$ cat src/rtl/seven_seg_pkg.sv
// Shared types, glyph table and blanking helper for the seven-segment scanner.
// Segment vectors are active-low {g,f,e,d,c,b,a}.
package seven_seg_pkg;

    typedef logic [1:0] digit_idx_t;
    typedef logic [6:0] seg_t;

    localparam seg_t SEG_BLANK = 7'h7F;

    localparam seg_t HEX_TO_SEG [16] = '{
        7'b1000000, 7'b1111001, 7'b0100100, 7'b0110000,  // 0 1 2 3
        7'b0011001, 7'b0010010, 7'b0000010, 7'b1111000,  // 4 5 6 7
        7'b0000000, 7'b0010000, 7'b0001000, 7'b0000011,  // 8 9 A b
        7'b1000110, 7'b0100001, 7'b0000110, 7'b0001110   // C d E F
    };

    // A digit is a leading zero when it and every nibble above it are zero
    // and no DP at or above it is requested; digit 0 always stays lit.
    function automatic logic lz_blank(input logic [15:0] val,
                                      input logic [3:0]  dpm,
                                      input digit_idx_t  idx);
        logic blank;
        blank = 1'b0;
        case (idx)
            2'd3:    blank = (val[15:12] == 4'h0)  && (dpm[3]   == 1'b0);
            2'd2:    blank = (val[15:8]  == 8'h00) && (dpm[3:2] == 2'b00);
            2'd1:    blank = (val[15:4]  == 12'h0) && (dpm[3:1] == 3'b000);
            default: blank = 1'b0;
        endcase
        return blank;
    endfunction

endpackage

$ cat src/rtl/hex_to_seven_seg.sv
// Combinational nibble to active-low seven-segment glyph lookup.
module hex_to_seven_seg
    import seven_seg_pkg::*;
(
    input  logic [3:0] nibble_i,
    output seg_t       seg_o
);

    assign seg_o = HEX_TO_SEG[nibble_i];

endmodule

$ cat src/rtl/seven_segment_scanner.sv
// Four-digit time-multiplexed seven-segment driver with per-frame snapshot.
// Define SEVEN_SEG_LZB_EN to enable leading-zero blanking.
module seven_segment_scanner
    import seven_seg_pkg::*;
#(
    parameter int DIGIT_TICKS = 100_000
) (
    input  logic        clk,
    input  logic        reset_n,
    input  logic        enable,
    input  logic [15:0] display_in,
    input  logic [3:0]  decimal_point,
    output logic [3:0]  an,
    output logic [6:0]  seg,
    output logic        dp,
    output logic        frame_done
);

    localparam int            PW   = $clog2(DIGIT_TICKS);
    localparam logic [PW-1:0] LAST = PW'(DIGIT_TICKS - 1);

    logic [PW-1:0] presc_q, presc_d;
    digit_idx_t    idx_q, idx_d;
    logic [15:0]   val_q, val_d;
    logic [3:0]    dpm_q, dpm_d;
    logic [3:0]    an_q, an_d;
    seg_t          seg_q, seg_d;
    logic          dp_q, dp_d;
    logic          fd_q, fd_d;

    logic          tick;
    logic          wrap;
    logic          snap_load;
    logic          blank;
    logic [3:0]    nibble;
    seg_t          glyph;

    hex_to_seven_seg u_decode (
        .nibble_i (nibble),
        .seg_o    (glyph)
    );

    // Pins are computed from next-state values so the new frame's digit 0
    // appears in the same cycle as frame_done.
    always_comb begin
        tick      = (presc_q == LAST);
        wrap      = tick && (idx_q == 2'd3);
        snap_load = !enable || wrap;

        presc_d = '0;
        idx_d   = '0;
        if (enable) begin
            presc_d = tick ? '0 : presc_q + 1'b1;
            idx_d   = idx_q + digit_idx_t'(tick);
        end

        val_d  = snap_load ? display_in    : val_q;
        dpm_d  = snap_load ? decimal_point : dpm_q;
        nibble = val_d[{idx_d, 2'b00} +: 4];

`ifdef SEVEN_SEG_LZB_EN
        blank = !enable || lz_blank(val_d, dpm_d, idx_d);
`else
        blank = !enable;
`endif

        an_d  = blank ? 4'hF      : ~(4'b0001 << idx_d);
        seg_d = blank ? SEG_BLANK : glyph;
        dp_d  = blank ? 1'b1      : ~dpm_d[idx_d];
        fd_d  = wrap && enable;
    end

    always_ff @(posedge clk or negedge reset_n) begin
        if (!reset_n) begin
            presc_q <= '0;
            idx_q   <= '0;
            val_q   <= '0;
            dpm_q   <= '0;
            an_q    <= 4'hF;
            seg_q   <= SEG_BLANK;
            dp_q    <= 1'b1;
            fd_q    <= 1'b0;
        end else begin
            presc_q <= presc_d;
            idx_q   <= idx_d;
            val_q   <= val_d;
            dpm_q   <= dpm_d;
            an_q    <= an_d;
            seg_q   <= seg_d;
            dp_q    <= dp_d;
            fd_q    <= fd_d;
        end
    end

    assign an         = an_q;
    assign seg        = seg_q;
    assign dp         = dp_q;
    assign frame_done = fd_q;

endmodule

$ cat config.mk
export PLATFORM = sky130hd
export DESIGN_NAME = seven_segment_scanner
export DESIGN_NICKNAME = d
export VERILOG_FILES = /design/src/rtl/seven_seg_pkg.sv /design/src/rtl/hex_to_seven_seg.sv /design/src/rtl/seven_segment_scanner.sv
export SDC_FILE = /design/constraint.sdc
export NUM_CORES = 1
export LEC_CHECK = 0
export BUFFER_PORTS_ARGS = -buffer_cell sky130_fd_sc_hd__buf_2
export CORE_MARGIN = 2
export CORE_UTILIZATION = 40
export DETAILED_ROUTE_END_ITERATION = 12
export SLEW_MARGIN = 20
export SYNTH_ARGS = -nofsm -noshare
export SYNTH_HDL_FRONTEND = slang
export SYNTH_HIERARCHICAL = 1
export SYNTH_SLANG_ARGS = --single-unit
$ cat constraint.sdc
create_clock -name clk -period 4.1 [get_ports clk]
set_input_delay 1.23 -clock clk [delete_from_list [all_inputs] [get_ports clk]]
set_output_delay 1.23 -clock clk [all_outputs]
set_load 0.01 [all_outputs]
**Word-level counts from Yosys, hierarchy flattened**

Memory sizes are Yosys's and may differ from the RTL's.
Index checks and enable logic that the tools add are counted.
W data, S select, Z words.

- Bits in registers: 52
- ROM bits: 112
- Input port bits: 23
- Output and inout bits: 13
- Logic and storage cells: 36
- Memories: 1

- Add/subtract/negate cells: 2
- $lt $le $gt $ge: 2
- Equal/unequal tests: 2
- Shift-type cells: 2
- Muxes and demuxes: 12
- Bitwise logic cells: 3
- Reductions and logical operators: 4

Memory list:

| memory | depth | width | read ports | clocked after Yosys merged registers in | wr ports | line | source |
|---|---|---|---|---|---|---|---|
| (no name shown) | 16 | 7 | 1 | 0 | 0 | hex_to_seven_seg.sv:9 | `assign seg_o = HEX_TO_SEG[nibble_i];` |

Operator list:

| kind | number |
|---|---|
| $mux W17 | 2 |
| $mux W7 | 3 |
| $add A17 B1 Y17 const B | 1 |
| $eq A17 B17 Y1 const B | 1 |
| $mux W16 | 1 |
| $shiftx A16 B5 Y4 | 1 |
| $mux W4 | 2 |
| $ge A5 B5 Y1 const B | 1 |
| $not A4 Y5 | 1 |
| $not A4 Y4 | 1 |
| $shl A1 B2 Y4 const A | 1 |
| $lt A2 B3 Y1 const B | 1 |
| $add A2 B1 Y2 | 1 |
| $bmux W1 S2 | 1 |
| $eq A2 B2 Y1 const B | 1 |
| $logic_and A1 B1 Y1 | 2 |
| $mux W1 | 2 |
| $mux W2 | 1 |
| $logic_not A1 Y1 | 1 |
| $logic_or A1 B1 Y1 | 1 |
| $not A1 Y1 | 1 |

**Longest topological paths before layout**

Gate-level depths: netlist of the first run.

- Depth in word-level cells: 10
- Gate-level depth with buffers: 18
- Depth with buffers taken out: 15

**Cells and area by module**

The synthesis of the first run kept the hierarchy.

Modules (own cells, without submodules):

| module | instances | cells an instance | area each (sq um) | sequential area each (sq um) |
|---|---|---|---|---|
| seven_segment_scanner | 1 | 216 | 2528.7 | 1316.3 |
| hex_to_seven_seg | 1 | 32 | 275.3 | 0.0 |

**Least setup slack after synthesis of the first run**

OpenSTA, ideal clock, no wires.

- Kind: register -> register
- From: register presc_q[0]
- To: register seg_q[3], in the netlist seg[3]
- Setup time: 0.086 ns
- Arrival: 3.632 ns
- Required time: 4.014 ns
- Path slack: 0.381 ns
- Cell stages (with the launch flop): 16
- Path buffers: 3
- Period minus slack after synthesis: 3.719 ns
- Path through: dfrtp_1 ha_1 and4_1 buf_6 nand4_4 inv_1 ha_1 clkbuf_1 clkbuf_1 a31oi_1 o221ai_1 inv_1 ha_1 inv_1 mux4_1 nand2b_1

- Longest elaborated chain between the ends: 10
- Elaborated cells between the ends (all ways): 12
- Classes of those cells: add/sub (1); eq/ne (1); shift (1); mux (5); bitwise (1); reduce/logical (2); memory (1)

Ends and longest elaborated chain:

| item | line | source |
|---|---|---|
| from (decl) | seven_segment_scanner.sv:22 | `logic [PW-1:0] presc_q, presc_d;` |
| from (signal assigned) | seven_segment_scanner.sv:84 | `presc_q <= presc_d;` |
| $eq A17 B17 Y1 * | seven_segment_scanner.sv:46 | `tick = (presc_q == LAST);` |
| branches (longest 3 deep; another with $add A2 B1 Y2) | -- |  |
| $shiftx A16 B5 Y4 * | seven_segment_scanner.sv:59 | `nibble = val_d[{idx_d, 2'b00} +: 4];` |
| via nibble[0] | seven_segment_scanner.sv:35 | `logic [3:0] nibble;` |
| $not A4 Y5 (not written as such) * | hex_to_seven_seg.sv:9 |  |
| $mem_v2 Z16 W7 * | -- |  |
| $mux W7 (not written as such) * (2 in a row) | hex_to_seven_seg.sv:9 |  |
| via glyph[3] | seven_segment_scanner.sv:36 | `seg_t glyph;` |
| $mux W7 * | seven_segment_scanner.sv:68 | `seg_d = blank ? SEG_BLANK : glyph;` |
| via seg_d[3] | seven_segment_scanner.sv:27 | `seg_t seg_q, seg_d;` |
| to (signal assigned) | seven_segment_scanner.sv:89 | `seg_q <= seg_d;` |
| to (decl) | seven_segment_scanner.sv:27 |  |

Mark *: on every way through the listed nets, which the timed path passes. The select of a mux whose other input is x is not followed.

**Worst setup path after layout of the first run**

- From: register presc_q[11]
- To: register seg_q[3], in the netlist seg[3]

The elaborated chain is that of the path after synthesis.

==> results by group, run 1 <==
Status
  – Run status: complete, no violations

Global route
  – Global route overflow: 0
  – Vias in the first global route: 1936
  – First-pass GRT wire length: between 9 and 10 mm
  – Largest net degree at the start of global routing: 48
  – Initial antenna violation count: 0
  – GRT Total Usage: 15.6%

Worst setup path
  – CP required: 4.33 ns
  – CP Cell Sequence: nor4b_2 > nand4_4 > inv_1 > ha_1 > o41a_1 > o221ai_1 > inv_1 > ha_1 > inv_1 > mux4_1 > nand2b_1
  – Startpoint Class: register
  – CP Buf/Inv Count: 3
  – R2R Path Start: presc_q[11]
  – Most numerous cell on the critical path: inv_1
  – WS Path Type: reg -> reg
  – Crit end category: register
  – Slowest-stage cell, CP: o41a_1
  – Worst R2R Setup Slack: 0.34 ns
  – RR Endpoint: seg[3]
  – Arrival @ worst endpoint: roughly 4.0 ns
  – Largest stage delay on the critical path: between 0.5 and 0.6 ns
  – Crit path max fanout: 12
  – Reg2reg path depth: 11
  – CP delay by family, top: compound AO/OA/AOI/OAI gates
  – CP Depth: 11

Yosys
  – Synthesis Warnings: 6
  – Largest cells by area after synthesis: dfrtp_1 36%, dfstp_2 11%, mux2_2 8.4%
  – Synth Flop Type: dfrtp_1
  – Top cell type by total area after synthesis: dfrtp_1
  – Area of the mapped netlist: 0.00280 mm²
  – Post-synth cell types: 44
  – Share of flip-flops with an asynchronous set or reset: 100%
  – Syn nets: between 200 and 300
  – Seq/Total Area, Yosys: 46.9%
  – Cells after synthesis: 248
  – Syn Area/Cell: 11.3 µm²
  – EDFF count, synth: 0
  – Synth top area share: 35.7%
  – #FFs+latches synth: 52

Layout
  – Synth-to-Final Area Change: 15.1%
  – Cell area after layout: 0.00323 mm²
  – Antenna Cells: 0
  – Most frequent cells in the layout: 40 x dfrtp_1, 34 x buf_2, 21 x mux2_2
  – Fin util: 47.5%
  – Layout cells sized above 1: about a third
  – Most common cell after layout, fill and taps aside: dfrtp_1
  – Final nets: 319

Power and ir drop
  – Max VDD drop: 0.148 mV
  – Pwr/cell area: 336 mW/mm²
  – P_leak: 1.49 nW

Clock network
  – Postcts setup bufs: 0
  – Clk sinks: 52
  – Cts bufs inserted: 5
  – CTS tree: yes
  – Resized Gates After CTS: 0
  – Clock Latency Late Sink: 0.31 ns
  – CTS root buf: clkbuf_8
  – CTS Hold Buffers Added: 0
  – Clock buffer depth: 2
  – H-tree Lvls: 2
  – Clock slew at reported path FFs: ~0.10 ns

Floorplan
  – Core box area: slightly below 0.007 mm²
  – DIE HEIGHT: 87.7 µm
  – IO Count: 36
  – Area of the die: 0.00770 mm²
  – Num rows: 30
  – Initial Utilization: 41.3%
  – Die X: 87.7 µm

Timing
  – Max-slew headroom: 55.8%
  – Final hold slack: roughly 0.49 ns
  – Tightest Pin Transition: 0.663 ns
  – Final Critical Period: 3.76 ns
  – TNS Setup: 0 ns
  – Achievable Freq: ~0.27 GHz
  – Crit share post-route: 91.6%
  – Clock Skews: 0.0108 ns
  – Final count of pins violating max slew: 0
  – RSZ-0062 raised after global routing: false
  – Final hold vios: 0
  – Setup violators final: 0

Route
  – Remaining DRCs: 0
  – Drt pass-1 iters: 6
  – Final ANT Viol Nets: 0
  – 1st-iter DRT viols: 66
  – WL/cell: 14.1 µm
  – Via count: 1929
  – WL final: 5.43 mm
  – Vias per Instance: about 5

Flow run
  – Max Cap Viol: 0

Min path
  – Worst hold stages: 1
  – Worst min-delay path category: reg -> reg
  – Hold Crit Endpoint: presc_q[0]
  – Min-Delay Startpoint: presc_q[0]

Placed design
  – Placed Area: 0.00310 mm²
  – Dpl hpwl: roughly 3.9 mm
  – Port Buffers: 35
  – Gpl congestion: 0.898
==> synth_stat cells (all sizes together), types with 7 or more instances <==
master	n
dfrtp	40
nand4	7
xor2	12
nor2	20
dfstp	12
nand2b	10
nand2	15
mux2	21
mux2i	15
buf	8
ha	9
nand3	8
inv	11
==> through the flow <==
step | setup WS [ns] | power [mW] | std cells
detailed placement | 0.398 | 0.724 | 376
global placement | 0.534 | 0.721 | 376
floorplan | 0.381 | 0.670 | 248
finish | 0.343 | 1.08 | 384
CTS | 0.363 | 1.10 | 384
global route | 0.0932 | 1.15 | 384
==> how the worst max path moves through the flow <==
stage                start  slack (ns)      to
3_3_place_gp    presc_q[0]        0.53  seg[3]
4_1_cts         presc_q[0]        0.36  seg[3]
2_1_floorplan   presc_q[0]        0.38  seg[3]
3_5_place_dp    presc_q[0]        0.40  seg[3]
6_report       presc_q[11]        0.34  seg[3]
5_1_grt         presc_q[0]        0.09  seg[3]
==> metal layers <==
layer | vias to the layer above | global-route usage (%) | share of wire [%]
met1 | 921 | 20.6 | 47
met2 | 44 | 24.8 | 47
li1 | 955 | - | -
met5 | - | 0 | 0
met3 | 9 | 3.77 | 4.2
met4 | 0 | 6.29 | 1.7
==> final cells by class <==
| cell class | count | area, µm² |
|---|---|---|
| multi-input combinational | 172 | 1380 |
| inverter | 11 | 41.3 |
| tap | 96 | 120 |
| clock inverter | 2 | 38.8 |
| fill | 652 | 3570 |
| clock buffer | 6 | 82.6 |
| timing repair buffer | 45 | 253 |
| sequential | 52 | 1320 |
==> kinds of logic after synthesis <==
logic type | after synthesis | synth area share, %
xor+xnor | 14 | 4.37
simple gates | 83 | 17.2
mux | 39 | 16.3
fa+ha+maj | 9 | 4.02
flops | 52 | 46.9
buf+inv | 24 | 4.28
compound gates | 27 | 6.87
==> sequential cells by signal, summed over array words and instances (netlist names) <==
| name | cells |
|---|---|
| dpm_q | 4 |
| dp | 1 |
| idx_q | 2 |
| an | 4 |
| presc_q | 17 |
| frame_done | 1 |
| val_q | 16 |
| seg | 7 |
==> where the power goes <==
group          internal (mW)  total [mW]  switching, mW
Sequential             0.551       0.564         0.0132
Combinational         0.0743       0.149         0.0744
Clock                  0.200       0.371          0.171
(Power assumes the default switching activity.)
==> run 2, diff against run 1 <==
--- a/config.mk
+++ b/config.mk
@@ -5,6 +5,7 @@
 export SDC_FILE = /design/constraint.sdc
 export NUM_CORES = 1
 export LEC_CHECK = 0
+export ABC_AREA = 1
 export BUFFER_PORTS_ARGS = -buffer_cell sky130_fd_sc_hd__buf_2
 export CORE_MARGIN = 2
 export CORE_UTILIZATION = 40
==> constraint.sdc (replaced) <==
create_clock -name clk -period 4.8 [get_ports clk]
set_input_delay 1.44 -clock clk [delete_from_list [all_inputs] [get_ports clk]]
set_output_delay 1.44 -clock clk [all_outputs]
set_load 0.01 [all_outputs]
==> run 2 against run 1 <==
Compared with the run above: clock power decreased by 32%; first-iteration DRC count increased by 50%; critical path depth unchanged; cell count increased by 17%; core utilization decreased by 2.2 points; via count increased by 17%; sequential share of layout area increased by 2.7 points; sequential power decreased by 16%; combinational power decreased by 27%; largest cell class is now flip-flops and latches; clock skew decreased by 0.0029 ns; critical endpoint is now seg[1].
==> results by group, run 2 <==
Status
  – Run status: complete, no violations

Power and ir drop
  – Final Power: 0.837 mW (-23%)
  – Max VDD drop: 0.118 mV (-20%)
  – P_leak: 1.50 nW (+0.53%)
  – Pwr/cell area: 276 mW/mm² (-18%)

Route
  – 1st-iter DRT viols: 99 (+50%)
  – Drt pass-1 iters: 4 (-2)
  – WL/cell: 12.4 µm (-12%)
  – Vias per Instance: 5.02 (about the same)
  – Final ANT Viol Nets: 0 (unchanged)
  – Remaining DRCs: 0 (unchanged)
  – WL final: 5.60 mm (+3.2%)
  – Via count: 2266 (+17%)

Worst setup path
  – Largest stage delay on the critical path: 0.52 ns (about the same)
  – CP required: 5.03 ns (+0.70 ns)
  – Arrival @ worst endpoint: 3.93 ns (-0.06 ns)
  – Crit end category: register
  – Most numerous cell on the critical path: nand2_1
  – Startpoint Class: input pin
  – CP Cell Sequence: buf_2 > nand2_1 > nand2_1 > nand2_1 > nand2_1 > nand4_1 > inv_1 > nand2_1 > nand3_1 > nand2_1 > or2_2
  – WS Path Type: in -> reg
  – Slowest-stage cell, CP: nand2_1
  – Crit path max fanout: 28 (+16)
  – Worst R2R Setup Slack: 1.32 ns (+0.98 ns)

Global route
  – Global route overflow: 0 (unchanged)
  – First-pass GRT wire length: 9.47 mm (+2.5%)
  – Largest net degree at the start of global routing: 34 (-29%)
  – Vias in the first global route: 2026 (+4.6%)
  – Initial antenna violation count: 0 (unchanged)
  – GRT Total Usage: 15.8% (+0.15 points)

Layout
  – Storage element area: 0.00132 mm² (unchanged)
  – Max reg flops: 17 (unchanged)
  – Cell area after layout: 0.00303 mm² (-6.1%)
  – Most common cell after layout, fill and taps aside: nand2_1
  – Fillcell total: 702 (+7.7%)
  – Area of the multi-input gates: 0.00118 mm² (-14%)
  – Antenna Cells: 0 (unchanged)
  – Layout cells sized above 1: 19.7% (-13 points)
  – Most frequent cells in the layout: 98 x nand2_1, 41 x nand3_1, 40 x dfrtp_1
  – Fin util: 45.3% (-2.2 points)
  – Biggest register: presc_q
  – Final cell count without fillers: 451 (+17%)
  – Synth-to-Final Area Change: 11.6%
  – Final nets: 402 (+26%)

Yosys
  – Synth top area share: 36.9% (+1.2 points)
  – Share of flip-flops with an asynchronous set or reset: 100% (unchanged)
  – EDFF count, synth: 0 (unchanged)
  – Top-count cell post-synth: nand2_1
  – Cells after synthesis: 337 (+36%)
  – Post-synth cell types: 32 (-27%)
  – Seq/Total Area, Yosys: 48.5% (+1.6 points)
  – Top cell type by total area after synthesis: dfrtp_1
  – Largest cells by area after synthesis: dfrtp_1 37%, nand2_1 14%, dfstp_2 12%
  – Synthesis Warnings: 6 (unchanged)
  – Synth top cells by count: 98 x nand2_1, 41 x nand3_1, 40 x dfrtp_1
  – Area of the mapped netlist: 0.00271 mm² (-3.2%)
  – #FFs+latches synth: 52 (unchanged)
  – Synth Flop Type: dfrtp_1
  – Syn nets: 369 (+32%)
  – Syn Area/Cell: 8.05 µm² (-29%)

Floorplan
  – DIE HEIGHT: 86.4 µm (-1.5%)
  – IO Count: 36 (unchanged)
  – Initial Utilization: 40.6% (-0.65 points)
  – Core box area: 0.00668 mm² (-1.7%)
  – Die X: 86.4 µm (-1.5%)
  – Num rows: 30 (unchanged)
  – Area of the die: 0.00746 mm² (-3.1%)

Timing
  – Max-slew headroom: 49.4% (-6.4 points)
  – Achievable Freq: 0.270 GHz
  – TNS Setup: 0 ns (unchanged)
  – Crit share post-route: 77.1%
  – RSZ-0062 raised after global routing: false
  – Final count of pins violating max slew: 0 (unchanged)
  – Setup violators final: 0 (unchanged)
  – Clock Skews: 0.00795 ns (-0.00286 ns)
  – Tightest Pin Transition: 0.759 ns (+0.0963 ns)
  – Final Critical Period: between 3 and 4 ns
  – Final hold vios: 0 (unchanged)

Placed design
  – Dpl hpwl: 4.05 mm (+3.7%)
  – Gpl congestion: 0.838 (-6.7%)
  – Placed Area: 0.00294 mm² (-5.4%)
  – Port Buffers: 35 (unchanged)
  – # placed instances: 443 (+18%)

Clock network
  – Clock buffer depth: 2 (unchanged)
  – Clock Latency Late Sink: 0.29 ns (-0.02 ns)
  – Resized Gates After CTS: 0 (unchanged)
  – CTS tree: yes
  – Clk sinks: 52 (unchanged)
  – H-tree Lvls: 2 (unchanged)
  – CTS Hold Buffers Added: 0 (unchanged)
  – Clock slew at reported path FFs: 0.09 ns (about the same)
  – Cts bufs inserted: 5 (unchanged)
  – CTS root buf: clkbuf_8
  – Postcts setup bufs: 0 (unchanged)

Flow run
  – Max Cap Viol: 0 (unchanged)

Min path
  – Worst min-delay path category: reg -> reg
[run 2: cell count changes in the layout (fill, tap and decap cells not counted), moves of 6 or more]
cell / previous run / this run
or2_2: 1 / 7
nor2_1: 20 / 27
nand2b_1: 10 / 0
mux2_2: 21 / 0
nand2_1: 15 / 98
nand3_1: 8 / 41
mux2i_1: 15 / 0
inv_1: 11 / 38
buf_4: 11 / 2
nor3_1: 0 / 12
xor2_1: 12 / 4
[run 2: final timing paths]
path                                  from          to  depth (start not counted)
max in group asynchronous          reset_n       an[0]                          2
worst min register to register  presc_q[0]  presc_q[0]                          1
worst max register to register  presc_q[0]      seg[3]                         17
worst max-delay path                enable      seg[1]                         11
worst min-delay path            presc_q[0]  presc_q[0]                          1
min in group asynchronous          reset_n  presc_q[0]                          1
[run 2: stage by stage]
| stage | hold slack [ns] | setup WS (ns) |
|---|---|---|
| after global routing | 0.493 | 0.815 |
| after CTS | 0.478 | 1.12 |
| after floorplan | 0.433 | 1.57 |
| after detailed placement | 0.465 | 0.795 |
| after global placement | 0.450 | 0.811 |
| final | 0.467 | 1.10 |
[run 2: layout make-up]
class | count | share of cell area [%]
sequential | 52 | 43.5
multi-input combinational | 235 | 39.1
timing repair buffer | 37 | 6.28
inverter | 39 | 4.83
tap | 80 | 3.30
clock buffer | 6 | 2.73
clock inverter | 2 | 0.330
[run 2: where the power goes]
part           total, mW  switching (mW)  leakage [nW]  internal [mW]
registers          0.475         0.00743         0.642          0.467
clock network      0.252           0.137        0.0510          0.115
logic              0.109          0.0686         0.808         0.0408
[run 2: critical path, delay by kind of cell]
family | cells | cell delay, ns
simple gates | 9 | 1.79
buf+inv | 2 | 0.68
[run 2: layer usage]
metal	share of wire [%]	track usage, %	vias to the layer above
met1	51	23.6	1071
met3	3.8	2.95	2
met4	0.48	2.98	0
met5	0	0	-
li1	-	-	1136
met2	45	24.1	57
[run 2: logic make-up (layout without fill, tap and decap cells)]
| logic type | count (synthesis) | after routing | synth area share, % |
|---|---|---|---|
| AOI/OAI and AO/OA | 10 | 10 | 2.40 |
| xor gates and xnor gates | 5 | 5 | 1.61 |
| adders and majority gates | 9 | 9 | 4.15 |
| buffers and inverters | 50 | 84 | 7.88 |
| DFF | 52 | 52 | 48.5 |
| and+or+nand+nor | 211 | 211 | 35.5 |
==> run 3, diff against run 2 <==
--- a/config.mk
+++ b/config.mk
@@ -5,7 +5,7 @@
 export SDC_FILE = /design/constraint.sdc
 export NUM_CORES = 1
 export LEC_CHECK = 0
-export ABC_AREA = 1
+export ABC_AREA = 0
 export BUFFER_PORTS_ARGS = -buffer_cell sky130_fd_sc_hd__buf_2
 export CORE_MARGIN = 2
 export CORE_UTILIZATION = 40
==> constraint.sdc (replaced) <==
create_clock -name clk -period 3.3 [get_ports clk]
set_input_delay 0.99 -clock clk [delete_from_list [all_inputs] [get_ports clk]]
set_output_delay 0.99 -clock clk [all_outputs]
set_load 0.01 [all_outputs]
==> run 3 against run 2 <==
Compared with the run above: combinational power rose by 96%; critical path depth grew 4; total power is 62% higher; sequential share of layout area fell by 6.2 points; critical endpoint is now seg[0]; largest power group unchanged; highest routed layer unchanged.
==> results by group, run 3 (synthesis results as in run 1) <==
Status
  – Run status: complete, no violations

Clock network
  – H-tree Lvls: 2 (unchanged)
  – Cts bufs inserted: 5 (unchanged)
  – Clk sinks: 52 (unchanged)
  – CTS root buf: clkbuf_8
  – CTS tree: yes
  – Clock Latency Late Sink: 0.31 ns (+0.02 ns)
  – Clock buffer depth: 2 (unchanged)
  – Clock slew at reported path FFs: 0.10 ns (about the same)
  – CTS Hold Buffers Added: 0 (unchanged)

Layout
  – Antenna Cells: 0 (unchanged)
  – Synth-to-Final Area Change: 26.0%
  – Final nets: 349 (-13%)
  – Final cell count without fillers: 414 (-8.2%)
  – Most frequent cells in the layout: 39 x dfrtp_1, 39 x buf_4, 35 x buf_2
  – Max reg flops: 17 (unchanged)
  – Fin util: 52.0% (+6.7 points)
  – Layout cells sized above 1: 43.4% (+24 points)
  – Cell area after layout: 0.00353 mm² (+17%)
  – Biggest register: presc_q

Min path
  – Worst min-delay path category: reg -> reg

Power and ir drop
  – Max VDD drop: 0.195 mV (+65%)
  – Pwr/cell area: 384 mW/mm² (+39%)
  – P_leak: 1.63 nW (+8.3%)
  – Final Power: 1.36 mW (+62%)

Worst setup path
  – Arrival @ worst endpoint: 3.37 ns (-0.56 ns)
  – Crit end category: register
  – Crit path max fanout: 11 (-61%)
  – Startpoint Class: register
  – CP required: 3.55 ns (-1.48 ns)
  – WS Path Type: reg -> reg

Global route
  – Global route overflow: 0 (unchanged)
  – GRT Total Usage: 16.1% (+0.29 points)
  – First-pass GRT wire length: 9.66 mm (+2.0%)
  – Initial antenna violation count: 0 (unchanged)
  – Largest net degree at the start of global routing: 53 (+56%)
  – Vias in the first global route: 2013 (-0.64%)

Placed design
  – Port Buffers: 35 (unchanged)
  – DP Worst Slack: -0.187 ns (-0.981 ns)
  – Placed Area: 0.00329 mm² (+12%)
  – # placed instances: 393 (-11%)
  – Dpl hpwl: 3.84 mm (-5.2%)
  – Gpl congestion: 0.778 (-7.2%)

Route
  – Remaining DRCs: 0 (unchanged)
  – Final ANT Viol Nets: 0 (unchanged)
  – Vias per Instance: 4.94 (-1.7%)
  – Drt pass-1 iters: 4 (unchanged)
  – WL/cell: 13.6 µm (+9.3%)
  – 1st-iter DRT viols: 85 (-14%)
  – Via count: 2045 (-9.8%)
  – WL final: 5.62 mm (+0.37%)

Timing
  – Max-slew headroom: 55.3% (+6.0 points)
  – Final hold slack: 0.514 ns (+0.0470 ns)
  – Tightest Pin Transition: 0.670 ns (-0.0893 ns)
  – Clock Skews: 0.00823 ns (+0.000280 ns)
  – Final hold vios: 0 (unchanged)
  – Final setup margin: 0.178 ns (-0.922 ns)
  – Final count of pins violating max slew: 0 (unchanged)
  – Final Critical Period: between 3 and 4 ns
  – Setup violators final: 0 (unchanged)
  – Crit share post-route: 94.6%
  – TNS Setup: 0 ns (unchanged)
  – Achievable Freq: 0.320 GHz

Floorplan
  – Die X: 87.7 µm (+1.6%)
  – IO Count: 36 (unchanged)
  – Num rows: 30 (unchanged)
  – DIE HEIGHT: 87.7 µm (+1.6%)
  – Core box area: 0.00679 mm² (+1.7%)
  – Area of the die: 0.00770 mm² (+3.2%)
  – Initial Utilization: 41.3% (+0.65 points)

Flow run
  – Max Cap Viol: 0 (unchanged)
==> run 3: cell count changes in the layout (fill, tap and decap cells not counted), sizes merged, moves of 9 or more <==
cell	change
nand2	-83
nor2	-9
nand2b	+10
buf	+38
nor3	-13
mux2	+21
nand3	-34
mux2i	+15
inv	-28
==> run 3: worst paths after layout <==
| kind | cells past startpoint | startpoint | slack [ns] | to |
|---|---|---|---|---|
| max in group asynchronous | 2 | reset_n | 2.02 | presc_q[11] |
| worst min register to register | 1 | val_q[9] | 0.51 | val_q[9] |
| min in group asynchronous | 2 | reset_n | 0.79 | frame_done |
| worst max-delay path | 15 | presc_q[11] | 0.18 | seg[0] |
| worst min-delay path | 1 | val_q[9] | 0.51 | val_q[9] |
| worst max register to register | 15 | presc_q[11] | 0.18 | seg[0] |
==> run 3: layer usage <==
layer	part of all wire (%)	GRT usage (%)
met2	45	25.0
met5	0	0
met1	50	22.5
met3	3.6	2.83
met4	1.4	5.87
==> run 3: repair_timing <==
| action | CTS | global route |
|---|---|---|
| endpoints found under the setup margin | 4 | 3 |
| resized for setup | 1 | 4 |
| pin swaps | 0 | 3 |
| setup buffers | 0 | 13 |
==> run 3: worst max-delay path, cell delays in order, from the launching register on <==
cell	delay, ns
dfrtp_2	0.44
nor4b_4	0.32
nand4_4	0.15
inv_4	0.09
ha_4	0.16
xnor2_4	0.13
buf_12	0.15
mux2i_2	0.20
o22a_1	0.16
o221ai_2	0.13
inv_2	0.15
ha_2	0.21
and2b_2	0.22
or3b_1	0.36
o21ai_0	0.07
nand2b_1	0.12
==> run 3: area by class of cell <==
type                            count  area (µm²)
Fill cell                         615        3260
Multi-Input combinational cell    172        1460
Sequential cell                    52        1320
Timing Repair Buffer               75         488
Tap cell                           96         120
Clock buffer                        6        72.6
Inverter                           11        43.8
Clock inverter                      2        35.0
==> run 3: power breakdown <==
group	switching (mW)	leakage, nW	internal (mW)	total, mW
registers	0.0173	0.635	0.685	0.702
clock network	0.215	0.0552	0.226	0.440
logic	0.100	0.936	0.113	0.214
total	0.332	1.63	1.02	1.36
